**src/rtl/uart_tx.sv**
```systemverilog
// UART transmitter: start bit, 8 data bits MSB first, STOP_BITS stop bits, with a
// one-entry holding register for gap-free frames. Define UART_TX_PARITY_EN to add a parity bit.
module uart_tx #(
  parameter int CLKS_PER_BIT = 16,
  parameter int STOP_BITS    = 1
`ifdef UART_TX_PARITY_EN
  , parameter bit PARITY_ODD = 1'b0
`endif
) (
  input  logic       s_clk_i,
  input  logic       rst_i,
  input  logic [7:0] data_i,
  input  logic       data_valid_i,
  output logic       data_ready_o,
  output logic       tx_o,
  output logic       busy_o
);

  localparam int TW = (CLKS_PER_BIT > 1) ? $clog2(CLKS_PER_BIT) : 1;
  localparam logic [TW-1:0] LAST_CLK  = TW'(CLKS_PER_BIT - 1);
  localparam logic [2:0]    LAST_STOP = 3'(STOP_BITS - 1);

  typedef enum logic [2:0] {
    IDLE,
    START,
    DATA,
`ifdef UART_TX_PARITY_EN
    PARITY,
`endif
    STOP
  } state_t;

  state_t        state;
  logic [TW-1:0] timer;
  logic [2:0]    bit_cnt;
  logic [7:0]    shifter;
  logic [7:0]    hold;
  logic          hold_full;
`ifdef UART_TX_PARITY_EN
  logic          par;
`endif

  logic       handshake, bit_end, stop_last, load, fill;
  logic [7:0] load_byte;

  assign data_ready_o = ~hold_full;
  assign handshake    = data_valid_i & data_ready_o;
  assign bit_end      = (timer == LAST_CLK);
  assign stop_last    = (state == STOP) && bit_end && (bit_cnt == LAST_STOP);
  // A queued byte always wins over the input; both can't be offered at once since ready is low.
  assign load         = ((state == IDLE) || stop_last) && (hold_full || handshake);
  assign load_byte    = hold_full ? hold : data_i;
  assign fill         = handshake && (state != IDLE) && !stop_last;

  always_ff @(posedge s_clk_i or posedge rst_i) begin
    if (rst_i) begin
      state     <= IDLE;
      timer     <= '0;
      bit_cnt   <= '0;
      shifter   <= '0;
      hold      <= '0;
      hold_full <= 1'b0;
      tx_o      <= 1'b1;
      busy_o    <= 1'b0;
`ifdef UART_TX_PARITY_EN
      par       <= 1'b0;
`endif
    end else begin
      if (state == IDLE || bit_end || load) timer <= '0;
      else                                   timer <= timer + 1'b1;

      if (load) begin
        shifter <= load_byte;
        state   <= START;
        tx_o    <= 1'b0;
        busy_o  <= 1'b1;
        bit_cnt <= '0;
        if (hold_full) hold_full <= 1'b0;
`ifdef UART_TX_PARITY_EN
        par     <= (^load_byte) ^ PARITY_ODD;
`endif
      end else begin
        case (state)
          IDLE: ;
          START: if (bit_end) begin
            state   <= DATA;
            tx_o    <= shifter[7];
            bit_cnt <= '0;
          end
          DATA: if (bit_end) begin
            if (bit_cnt == 3'd7) begin
              bit_cnt <= '0;
`ifdef UART_TX_PARITY_EN
              state   <= PARITY;
              tx_o    <= par;
`else
              state   <= STOP;
              tx_o    <= 1'b1;
`endif
            end else begin
              shifter <= {shifter[6:0], 1'b0};
              tx_o    <= shifter[6];
              bit_cnt <= bit_cnt + 3'd1;
            end
          end
`ifdef UART_TX_PARITY_EN
          PARITY: if (bit_end) begin
            state   <= STOP;
            tx_o    <= 1'b1;
            bit_cnt <= '0;
          end
`endif
          STOP: if (bit_end) begin
            // Reaching the last stop bit here means nothing was queued, so the line goes idle.
            if (bit_cnt == LAST_STOP) begin
              state  <= IDLE;
              busy_o <= 1'b0;
            end else begin
              bit_cnt <= bit_cnt + 3'd1;
            end
          end
          default: state <= IDLE;
        endcase
      end

      if (fill) begin
        hold      <= data_i;
        hold_full <= 1'b1;
      end
    end
  end

endmodule
```
**config.mk**
```make
export PLATFORM = sky130hd
export DESIGN_NAME = uart_tx
export DESIGN_NICKNAME = d
export VERILOG_FILES = /design/src/rtl/uart_tx.sv
export SDC_FILE = /design/constraint.sdc
export NUM_CORES = 1
export LEC_CHECK = 0
export ABC_AREA = 1
export CAP_MARGIN = 20
export CORE_UTILIZATION = 30
export DETAILED_ROUTE_END_ITERATION = 6
export GPL_TIMING_DRIVEN = 1
export HOLD_SLACK_MARGIN = 0.05
export PLACE_DENSITY = 0.45
export SETUP_SLACK_MARGIN = 0.02
export SLEW_MARGIN = 20
export SYNTH_ARGS = -nofsm -noshare
export SYNTH_HDL_FRONTEND = slang
export SYNTH_SLANG_ARGS = --single-unit
```
**constraint.sdc**
```tcl
create_clock -name s_clk_i -period 2.53 [get_ports s_clk_i]
set_input_delay 0.253 -clock s_clk_i [delete_from_list [all_inputs] [get_ports s_clk_i]]
set_output_delay 0.253 -clock s_clk_i [all_outputs]
set_load 0.01 [all_outputs]
```
# == Word-level counts from Yosys, hierarchy flattened ==
# Cells that the tools add are included.
# totals
out_inout_bits,3
reg_bits,29
# op_classes
bitwise,2
n_addsub,2
n_reduce_logical,25
eq_ne,13
mux,31
# op_table
operator,count
two-way mux 8 bit,5
two-way mux 3 bit,12
"inequality test 3 bit, second input constant",5
one-hot mux 3 bit (4 select lines),1
two-way mux 1 bit,10
nonzero test 2 bit,5
one-hot mux 3 bit (3 select lines),1
AND reduction 3 bit,3
"equality test 3 x 2 -> 1 bit, second input constant",2
logical NOT 3 bit,2
AND reduction 6 bit,1
nonzero test 3 bit,2
logical AND 1 bit,5
AND reduction 5 bit,1
"adder 4 x 1 -> 4 bit, second input constant",1
"equality test 4 bit, second input constant",1
logical OR 1 bit,4
two-way mux 4 bit,1
"inequality test 2 bit, second input constant",2
nonzero test 4 bit,1
"adder 3 x 1 -> 3 bit, second input constant",1
"equality test 3 x 1 -> 1 bit, second input constant",1
"equality test 3 bit, second input constant",1
"inequality test 3 x 2 -> 1 bit, second input constant",1
other kinds (4),4

# == Logic depth before layout (Yosys ltp) ==
# Gate-level depths: netlist of the first run.
# logic_depth
word_depth,7
ltp_mapped,10
mapped_depth_nobuf,10

# == Worst setup path before layout of the first run ==
# OpenSTA, ideal clock, no wires.
# synth_timing
path_kind,register to register
startpoint,register bit_cnt[0]
endpoint,register shifter[7]
stages_incl_launch_ff,9
n_path_buf,0
slack_ns,0.945
setup_ns,0.124
arrival_time_ns,1.461
cell_sequence,dfrtp_1 > ha_1 > ha_1 > inv_1 > nand2_1 > nor2_2 > inv_2 > o21ai_0 > a21oi_2
# synth_via
elab_chain_cells,6
elab_cells_between_ends,10
cone_classes,eq/ne (2); mux (1); reduce/logical (7)
# synth_lines
element,line,rtl
start: declaration,35,logic [2:0] bit_cnt;
start signal: assignment,103,bit_cnt <= bit_cnt + 3'd1;
start signal: assignment,119,bit_cnt <= bit_cnt + 3'd1;
logical NOT 3 bit,49,assign stop_last = (state == STOP) && bit_end && (bit_cnt == LAST_STOP);
logical AND 1 bit,49,
logical OR 1 bit,51,assign load = ((state == IDLE) || stop_last) && (hold_full || handshake);
logical AND 1 bit,51,
inequality test 2 bit (no line) or nonzero test 2 bit (tied branches),--,
AND reduction 3 bit (no line),--,
end signal: assignment,73,shifter <= load_byte;
end signal: assignment,101,"shifter <= {shifter[6:0], 1'b0};"
end: declaration,36,logic [7:0] shifter;
# Parallel ways exist; a longest one is shown, timed or not.
# A chain may end at the register's enable or synchronous reset.

# == Worst setup path after layout of the first run ==
# layout_timing
startpoint,register hold_full
endpoint,output data_ready_o
# layout_via
elab_chain_cells,1
# layout_lines
element,line,rtl
start: declaration,38,logic hold_full;
start signal: assignment,62,hold_full <= 1'b0;
start signal: assignment,78,if (hold_full) hold_full <= 1'b0;
start signal: assignment,128,hold_full <= 1'b1;
inverter 1 bit,46,assign data_ready_o = ~hold_full;
end: declaration,14,"output logic data_ready_o,"
# Every way passes these cells.

==> metrics, run 1 <==
post-route setup slack=between 0.7 and 0.8 ns; half-perimeter wire length after detailed placement=about 2200 um; setup skew after layout=0.00608 ns; Cell Area, Synth=1510 um^2; syn_nets=204; die extent in x=73.0 um; Max IR drop VDD=200 uV; clock-pin slew on the worst setup and hold paths=0.10 ns; count of buffers inserted at the top-level ports=13; CTS tree=built; final count of hold timing violations=0; critical path launch point type=register; via total after detailed routing=1171; compound-gate portion of the synthesized area=between 10 and 15%; number of routed nets with antenna violations=0; Max Cap Viol=0; number of inserted diodes=0; number of rows in the core area=25; share of synthesized area spent on multiplexers=0%; max-slew violation total from the final report=0; Die H=between 70 and 80 um; worst-case headroom to the max-slew limit=67.5%; iteration count of the initial detailed-routing pass=4; root buffer cell=sky130_fd_sc_hd__clkbuf_8; maximum fanout count along the critical path=16; Post-CTS Hold Buffers=0; Die Outline Area=between 5000 and 6000 um^2; utilization after layout=37.0%; number of instances in the synthesized netlist=185; total CTS buffers=3; ratio of total power to cell area=494 nW/um^2; global-route wire length before repair=4970 um; Final Net Count=219; count of distinct cell types in the synthesized netlist=23; Critical Path RT=2.28 ns; Clock Sink Count=28; count of boundary I/O pins=14; placeable core area=4790 um^2; result of the run=finished clean; startpoint-to-endpoint class of the critical path=register to primary output; Simple-Gate Fraction of Synth Area=25.5%; share of cells above drive strength 1=9.55%; main combinational cell family by area after synthesis=simple AND/OR/NAND/NOR gates; signal arrival time at the worst endpoint=1.55 ns; sum of negative setup slack=0 ns; path category of the worst min-delay check=input pin to async pin; antenna violations before repair=0; layout overhead on the synthesized area=17.3%; leakage=0.897 nW; slew of the pin with the lowest slew margin=~0.5 ns; Initial Util=31.6%; worst setup slack for register-to-register paths=0.75 ns; post-synthesis adder-cell area fraction=6.63%; Global Route Usage Sum=12.2%; detailed-route DRC error count=0; average routed wire per standard cell=10.7 um; Post-Place Setup Slack=approximately 0.75 ns; insertion delay to the later sink of the worst-skew pair=0.27 ns; mean number of vias per cell=4.40; post-synthesis share of cell area spent on xor and xnor gates=0%; RSZ-0062 raised after global routing=no; count of fill cells added during filler insertion=between 500 and 600; global-route congestion overflow total=0; Clock H-tree levels=1; final cycle utilization of the critical path=71.3%; GP Congestion=0.771; maximum number of pins on one net before global-route repair=26; Period minus WS final=around 1.8 ns; Total Wirelength=~2800 um; syn_area_per_cell=around 8.2 um^2; Worst setup EP type=primary output; Yosys warning count=0; post-cts resize count=0; post-CTS setup repair buffer count=0; deepest clock path buffer count=2; Peak Freq=approximately 550 MHz; number of global-route vias before repair=between 1000 and 1500; sequential-to-total area share from yosys stat=a little under half; final number of setup-violating endpoints=0; First DRT Iteration DRCs=45; register bit total from synthesis=28
-- worst paths after layout --
path	end	cells past startpoint	start
max	data_ready_o	2	hold_full
min reg2reg	timer[0]	1	timer[0]
min	timer[0]	2	rst_i
max reg2reg	shifter[7]	8	bit_cnt[0]
max in group asynchronous	shifter[0]	3	rst_i
min in group s_clk_i	timer[0]	1	timer[0]
-- critical path, cell delays in order (launching register included) --
cell                              delay, ns
sky130_fd_sc_hd__dfrtp_1               0.54
sky130_fd_sc_hd__inv_2                 0.18
sky130_fd_sc_hd__clkdlybuf4s50_1       0.55
-- stage by stage --
step | power, mW | cells | instance area (um^2) | hold WS (ns)
final | 0.875 | 266 | 1770 | 0.289
after global routing | 0.917 | 266 | 1770 | 0.314
after CTS | 0.892 | 266 | 1770 | 0.296
after detailed placement | 0.536 | 262 | 1700 | 0.453
after global placement | 0.535 | 262 | 1700 | 0.448
after floorplan | 0.508 | 185 | 1510 | 0.318
-- cell usage after synthesis, drive strengths merged --
master | number | area, um^2
nand2 | 49 | 199
dfrtp | 27 | 676
nand3 | 27 | 148
inv | 26 | 97.6
o21ai | 26 | 141
ha | 8 | 100
nor2 | 8 | 32.5
a21oi | 6 | 33.8
buf | 3 | 27.5
clkbuf | 1 | 3.75
dfstp | 1 | 26.3
o22ai | 1 | 6.26
o31ai | 1 | 12.5
or2 | 1 | 6.26
-- flip-flops by register name, summed over array words and instances (netlist names) --
name and count:
hold_full 1, timer 4, bit_cnt 3, busy_o 1, tx_o 1, shifter 8
hold 8, state 2
-- logic make-up (layout without fill, tap and decap cells) --
| logic type | after synthesis | count (layout) |
|---|---|---|
| fa+ha+maj | 8 | 8 |
| buf+inv | 30 | 44 |
| simple gates | 85 | 85 |
| flops | 28 | 28 |
| compound gates | 34 | 34 |
-- power by group --
| group | switching (mW) | internal (mW) | total, mW |
|---|---|---|---|
| Sequential | 0.00780 | 0.462 | 0.470 |
| Combinational | 0.0283 | 0.0269 | 0.0552 |
| Clock | 0.138 | 0.212 | 0.350 |
-- layout make-up --
type | instances | area, um^2 | share of cell area (%)
Clock buffer | 3 | 41.3 | 2.33
Clock inverter | 1 | 30.0 | 1.69
Inverter | 26 | 97.6 | 5.51
Multi-Input combinational cell | 127 | 679 | 38.3
Sequential cell | 28 | 702 | 39.6
Tap cell | 67 | 83.8 | 4.73
Timing Repair Buffer | 14 | 138 | 7.77
-- layout by cell type (no fill, tap or decap), types with 3 or more instances in the layout --
cell type                         Yosys  routed
sky130_fd_sc_hd__nand2_1             45      45
sky130_fd_sc_hd__dfrtp_1             27      27
sky130_fd_sc_hd__nand3_1             26      26
sky130_fd_sc_hd__inv_1               23      23
sky130_fd_sc_hd__o21ai_0             17      17
sky130_fd_sc_hd__clkdlybuf4s50_1      0      13
sky130_fd_sc_hd__o21ai_1              8       8
sky130_fd_sc_hd__ha_1                 8       8
sky130_fd_sc_hd__nor2_1               7       7
sky130_fd_sc_hd__a21oi_1              5       5
sky130_fd_sc_hd__inv_2                3       3
sky130_fd_sc_hd__nand2_2              3       3
sky130_fd_sc_hd__clkbuf_8             0       3
-- per-layer routing --
metal / GRT usage (%) / part of all wire (%) / vias up
li1: - / - / 625
met1: 16.6 / 51 / 518
met2: 18.8 / 44 / 24
met3: 2.35 / 3.6 / 4
met4: 5.45 / 1.4 / 0
met5: 0 / 0 / -
(Power assumes the default switching activity.)
==> run 2: changes to the inputs <==
Settings changed: PLACE_DENSITY 0.45 to 0.47.
Clock period 2.53 ns to 1.5 ns, I/O delays scaled along.
==> run 2 against run 1 <==
The run now ends with negative setup slack left. Setup slack got worse by 0.74 ns. Non-clock buffer count rose by 28. Register-to-register slack lost 0.77 ns. Clock skew up 0.0017 ns. Power is 72% higher. Global-route usage is 1.6 points higher. First-iteration DRC count is 51% higher. Sequential power up 69%. Routed wire length up 17%. Highest routed layer unchanged. Via count up 13%. Sequential share of layout area fell by 7.3 points. Clock-buffer cell count stayed put.
==> metrics, run 2 (synthesized netlist as in run 1, its figures left out) <==
Crit path max-delay family=flip-flops; slew of the pin with the lowest slew margin=0.359 ns (-0.128 ns); root buffer cell=sky130_fd_sc_hd__clkbuf_8; Final Net Count=249 (+14%); Worst setup EP type=register; Multi-input gate area=840 um^2 (+24%); First DRT Iteration DRCs=68 (+51%); dpl cell area=1890 um^2 (+11%); Worst Setup EP=shifter[2]; length in cells of the worst reg-to-reg path=8 (unchanged); sum of negative setup slack=-0.0641 ns (-0.0641 ns); RSZ-0062 raised after global routing=yes; worst setup slack for register-to-register paths=-0.02 ns (-0.77 ns); startpoint-to-endpoint class of the critical path=register to register; maximum fanout count along the critical path=11 (-5); Worst path slowest cell=sky130_fd_sc_hd__dfrtp_1; biggest regs=hold x8, shifter x8, timer x4; non-filler instance count after layout=296 (+11%); delay of the slowest cell on the worst path=0.42 ns (-0.13 ns); CP cell instances=inv_2 -> ha_4 -> nand3_4 -> o21ai_4 -> nand2_4 -> buf_12 -> o21ai_2 -> inv_1; Total Wirelength=3320 um (+17%); number of global-route vias before repair=1255 (+13%); ratio of total power to cell area=690 nW/um^2 (+40%); layout overhead on the synthesized area=44.2%; maximum number of pins on one net before global-route repair=29 (+12%); critical path launch point type=register; post-route setup slack=-0.0153 ns (-0.742 ns); Design Power=1.50 mW (+72%); Clock Sink Count=28 (unchanged); number of inserted diodes=0 (unchanged); Worst R2R Start=bit_cnt[1]; global-route wire length before repair=5600 um (+13%); insertion delay to the later sink of the worst-skew pair=0.28 ns (about the same); final design instance area without fill=2180 um^2 (+23%); total CTS buffers=3 (unchanged); placed cell count=285 (+8.8%); half-perimeter wire length after detailed placement=2360 um (+7.2%); setup skew after layout=0.00781 ns (+0.00173 ns); final count of hold timing violations=0 (unchanged); final number of setup-violating endpoints=8 (+8); detailed-route DRC error count=0 (unchanged); number of routed nets with antenna violations=0 (unchanged); iteration count of the initial detailed-routing pass=4 (unchanged); number of rows in the core area=25 (unchanged); final hold slack=0.231 ns (-0.0579 ns); signal arrival time at the worst endpoint=1.69 ns (+0.14 ns); leakage=1.07 nW (+20%); Initial Util=31.6% (unchanged); global-route congestion overflow total=0 (unchanged); max-slew violation total from the final report=0 (unchanged); antenna violations before repair=0 (unchanged); Global Route Usage Sum=13.8% (+1.6 points); Critical Path RT=1.68 ns (-0.60 ns); Die Outline Area=5320 um^2 (unchanged); deepest clock path buffer count=2 (unchanged); worst-case headroom to the max-slew limit=76.1% (+8.6 points); count of fill cells added during filler insertion=462 (-10%); buffering stage count on the worst path with inverters included=3 (+1); GP Congestion=0.803 (+4.0%); path category of the worst min-delay check=input pin to async pin; Max Cap Viol=0 (unchanged); share of cells above drive strength 1=34.1% (+25 points); Clock H-tree levels=1 (unchanged); Period minus WS final=1.52 ns; register cell area after layout=703 um^2 (+0.18%); Die H=73.0 um (unchanged); count of buffers inserted at the top-level ports=13 (unchanged); reg-to-reg endpoint=shifter[2]; clock-pin slew on the worst setup and hold paths=0.10 ns (about the same); via total after detailed routing=1329 (+13%); result of the run=finished with violations; CTS tree=built; count of boundary I/O pins=14 (unchanged); count of cell instances traversed by the critical path=8 (+6); violated checks=negative setup slack; die extent in x=73.0 um (unchanged); commonest non-fill, non-tap cell in the layout=sky130_fd_sc_hd__nand2_1; final cycle utilization of the critical path=101%; worst setup path startpoint=bit_cnt[1]; placeable core area=4790 um^2 (unchanged); average routed wire per standard cell=11.2 um (+5.3%); mean number of vias per cell=4.49 (+2.0%); commonest non-fill, non-tap cells in the layout=40 x sky130_fd_sc_hd__nand2_1, 26 x sky130_fd_sc_hd__dfrtp_1, 26 x sky130_fd_sc_hd__buf_4; Peak Freq=660 MHz; Max IR drop VDD=399 uV (+100%)
run 2: worst min-delay path, cell delays in order:
cell	delay, ns
sky130_fd_sc_hd__clkdlybuf4s50_1	0.40
sky130_fd_sc_hd__inv_1	0.05
sky130_fd_sc_hd__buf_4	0.33
run 2: repair_timing:
action,CTS,global route
hold buffers,0,0
gates resized for setup,20,30
setup endpoints to repair,24,22
setup buffers,1,4
hold endpoints to repair,0,0
gates cloned,2,0
pin swaps,6,4
run 2: layout make-up:
type                    count  share of cell area, %
inverters                  26                   4.83
multi-input cells         129                   38.6
repair buffers             42                   17.2
clock buffers               3                   1.90
flip-flops and latches     28                   32.3
clock inverters             1                   1.38
well taps                  67                   3.85
run 2: worst min-delay path by stage:
| stage | startpoint | endpoint | slack [ns] | depth (start not counted) |
|---|---|---|---|---|
| floorplan | rst_i | bit_cnt[0] | 0.21 | 1 |
| detailed placement | tx_o | tx_o | 0.46 | 2 |
| global route | rst_i | shifter[7] | 0.26 | 3 |
| finish | rst_i | state[0] | 0.23 | 3 |
| global placement | tx_o | tx_o | 0.45 | 2 |
| CTS | rst_i | hold_full | 0.25 | 3 |
run 2: stage by stage:
stage               utilization [%]  setup WS (ns)
floorplan                         -         0.0363
global placement               39.5        -0.0880
detailed placement             39.5         -0.116
CTS                            42.6        -0.0262
global route                   45.5         -0.102
finish                         45.5        -0.0153
run 2: power by group:
group	switching [mW]	leakage, nW	internal, mW
logic	0.0496	0.683	0.0478
registers	0.0132	0.356	0.780
clock network	0.253	0.0357	0.358
total	0.316	1.07	1.18
run 2: layer usage:
metal  up-vias  share of wire, %  GRT usage, %
met5         -                 0             0
met1       623                47          16.9
li1        687                 -             -
met2        15                50          24.4
met4         0               1.0          3.92
met3         4               2.2          2.90
==> run 3: changes to the inputs <==
Settings changed: PLACE_DENSITY 0.47 to 0.45.
Clock period 1.5 ns to 1.9 ns, I/O delays scaled along.
==> run 3 against run 2 <==
The run now ends clean. Critical path type unchanged. Critical path depth is 1 higher. Routed wire length fell by 12%. Via count down 9.6%. Non-clock buffer count down 26.
==> metrics, run 3 (synthesized netlist as in run 1, its figures left out) <==
global-route congestion overflow total=0 (unchanged); detailed-route DRC error count=0 (unchanged); startpoint-to-endpoint class of the critical path=register to register; RSZ-0062 raised after global routing=yes; worst setup slack for register-to-register paths=0.19 ns (+0.21 ns); Die H=73.0 um (unchanged); final number of setup-violating endpoints=0 (-8); count of cell instances traversed by the critical path=9 (+1); Crit path max-delay family=simple AND/OR/NAND/NOR gates; final hold slack=0.277 ns (+0.0458 ns); setup skew after layout=0.00392 ns (-0.00389 ns); mean number of vias per cell=4.48 (-0.19%); ratio of total power to cell area=591 nW/um^2 (-14%); utilization after layout=37.0% (-8.5 points); combinational cell fraction of total power=7.1% (+0.6 points); part of the total power dissipated in the clock network=33.1% (-7.6 points); final cycle utilization of the critical path=90.0% (-11 points); Initial Util=31.6% (unchanged); root buffer cell=sky130_fd_sc_hd__clkbuf_8; number of routed nets with antenna violations=0 (unchanged); count of fill cells added during filler insertion=504 (+9.1%); clock-pin slew on the worst setup and hold paths=0.10 ns (about the same); Worst Setup EP=bit_cnt[2]; Period minus WS final=1.71 ns (+0.194 ns); Peak Freq=585 MHz (-11%); Max IR drop VDD=230 uV (-42%); Clock H-tree levels=1 (unchanged); count of boundary I/O pins=14 (unchanged); design internal power=0.802 mW (-32%); layout overhead on the synthesized area=17.2%; GP Congestion=0.796 (-0.77%); placed cell count=264 (-7.4%); Critical Path RT=2.07 ns (+0.39 ns); half-perimeter wire length after detailed placement=2220 um (-5.9%); net switching fraction of the power=23.3% (+2.2 points); maximum fanout count along the critical path=25 (+14); leakage=0.897 nW (-17%); iteration count of the initial detailed-routing pass=4 (unchanged); number of global-route vias before repair=1209 (-3.7%); global-route wire length before repair=5370 um (-4.1%); maximum number of pins on one net before global-route repair=29 (unchanged); Worst path slowest cell=sky130_fd_sc_hd__dfrtp_1; sum of negative setup slack=0 ns (+0.0641 ns); Max Cap Viol=0 (unchanged); Global Route Usage Sum=13.2% (-0.60 points); average routed wire per standard cell=10.9 um (-2.9%); Worst setup EP type=register; worst setup path startpoint=bit_cnt[0]; placeable core area=4790 um^2 (unchanged); Clock Sink Count=28 (unchanged); Worst R2R Start=bit_cnt[0]; share of cells above drive strength 1=9.95% (-24 points); non-filler instance count after layout=268 (-9.5%); buffering stage count on the worst path with inverters included=1 (-2); result of the run=finished clean; Total Wirelength=2920 um (-12%); cell with the most instances on the worst path=sky130_fd_sc_hd__nand2_1; insertion delay to the later sink of the worst-skew pair=0.28 ns (about the same); CP cell instances=inv_1 -> ha_1 -> nand3_1 -> o21ai_4 -> nand2_8 -> nand2_1 -> nand2_2 -> nand2_1 -> o21ai_1; count of buffers inserted at the top-level ports=13 (unchanged); length in cells of the worst reg-to-reg path=9 (+1); die extent in x=73.0 um (unchanged); commonest non-fill, non-tap cells in the layout=45 x sky130_fd_sc_hd__nand2_1, 27 x sky130_fd_sc_hd__dfrtp_1, 26 x sky130_fd_sc_hd__nand3_1; antenna violations before repair=0 (unchanged); First DRT Iteration DRCs=51 (-25%); biggest regs=hold x8, shifter x8, timer x4; Die Outline Area=5320 um^2 (unchanged); slew of the pin with the lowest slew margin=0.369 ns (+0.00967 ns); number of inserted diodes=0 (unchanged); Post-CTS Hold Buffers=0 (unchanged); via total after detailed routing=1201 (-9.6%); post-cts resize count=0 (-100%); post-CTS setup repair buffer count=0 (-1); total CTS buffers=3 (unchanged); Final Net Count=221 (-11%); deepest clock path buffer count=2 (unchanged); number of rows in the core area=25 (unchanged); Design Power=1.05 mW (-30%); delay of the slowest cell on the worst path=0.41 ns (about the same); sw power=0.243 mW (-23%); final count of hold timing violations=0 (unchanged); path category of the worst min-delay check=input pin to async pin; max-slew violation total from the final report=0 (unchanged); commonest non-fill, non-tap cell in the layout=sky130_fd_sc_hd__nand2_1; signal arrival time at the worst endpoint=1.88 ns (+0.19 ns); Flop pwr share=59.8% (+7.0 points); reg-to-reg endpoint=bit_cnt[2]; critical path launch point type=register; worst-case headroom to the max-slew limit=75.4% (-0.64 points); CTS tree=built
[run 3: cell types whose count changed in the layout (fill, tap and decap cells not counted), moves of 4 or more]
cell / before / now
sky130_fd_sc_hd__buf_4: 26 / 3
sky130_fd_sc_hd__ha_1: 0 / 8
sky130_fd_sc_hd__inv_1: 17 / 23
sky130_fd_sc_hd__nand2_1: 40 / 45
sky130_fd_sc_hd__nand2_4: 5 / 0
sky130_fd_sc_hd__o21ai_0: 12 / 17
sky130_fd_sc_hd__ha_2: 4 / 0
sky130_fd_sc_hd__ha_4: 4 / 0
sky130_fd_sc_hd__nand3_1: 22 / 26
[run 3: area by class of cell]
| class | instances | area [um^2] | share of cell area (%) |
|---|---|---|---|
| Sequential cell | 28 | 702 | 39.7 |
| Multi-Input combinational cell | 127 | 688 | 38.9 |
| Timing Repair Buffer | 16 | 153 | 8.63 |
| Inverter | 26 | 97.6 | 5.52 |
| Tap cell | 67 | 83.8 | 4.74 |
| Clock buffer | 4 | 45.0 | 2.55 |
[run 3: through the flow]
step                worst slack (ns)  area, um^2
floorplan                      0.315        1510
global placement               0.254        1720
detailed placement             0.200        1720
CTS                            0.173        1760
global route                  0.0145        1770
finish                         0.191        1770
[run 3: how the worst min path moves through the flow]
| stage | startpoint | endpoint | slack [ns] | depth (start not counted) |
|---|---|---|---|---|
| after CTS | rst_i | hold[0] | 0.29 | 3 |
| after detailed placement | tx_o | tx_o | 0.45 | 2 |
| after floorplan | rst_i | bit_cnt[0] | 0.25 | 1 |
| final | rst_i | hold[7] | 0.28 | 3 |
| after global routing | rst_i | hold[0] | 0.31 | 3 |
| after global placement | tx_o | tx_o | 0.45 | 2 |
[run 3: routing by layer]
metal	vias up	track usage [%]	part of all wire, %	routed length [um]
met5	-	0	0	0
met4	0	5.23	1.4	40
met1	555	17.2	51	1480
met3	4	2.07	2.1	61
li1	630	-	-	-
met2	12	21.9	46	1340
[run 3: tightest hold or removal path: cells and delay by family]
kind / cells / cell delay, ns
buffers and inverters: 3 / 0.78
[run 3: power groups by stage]
stage	Combinational, mW	Sequential, mW	Clock, mW
2_1_floorplan	0.0421	0.635	0
3_3_place_gp	0.0765	0.637	0
3_5_place_dp	0.0776	0.637	0
4_1_cts	0.0778	0.626	0.362
5_1_grt	0.0874	0.629	0.381
6_report	0.0742	0.626	0.346
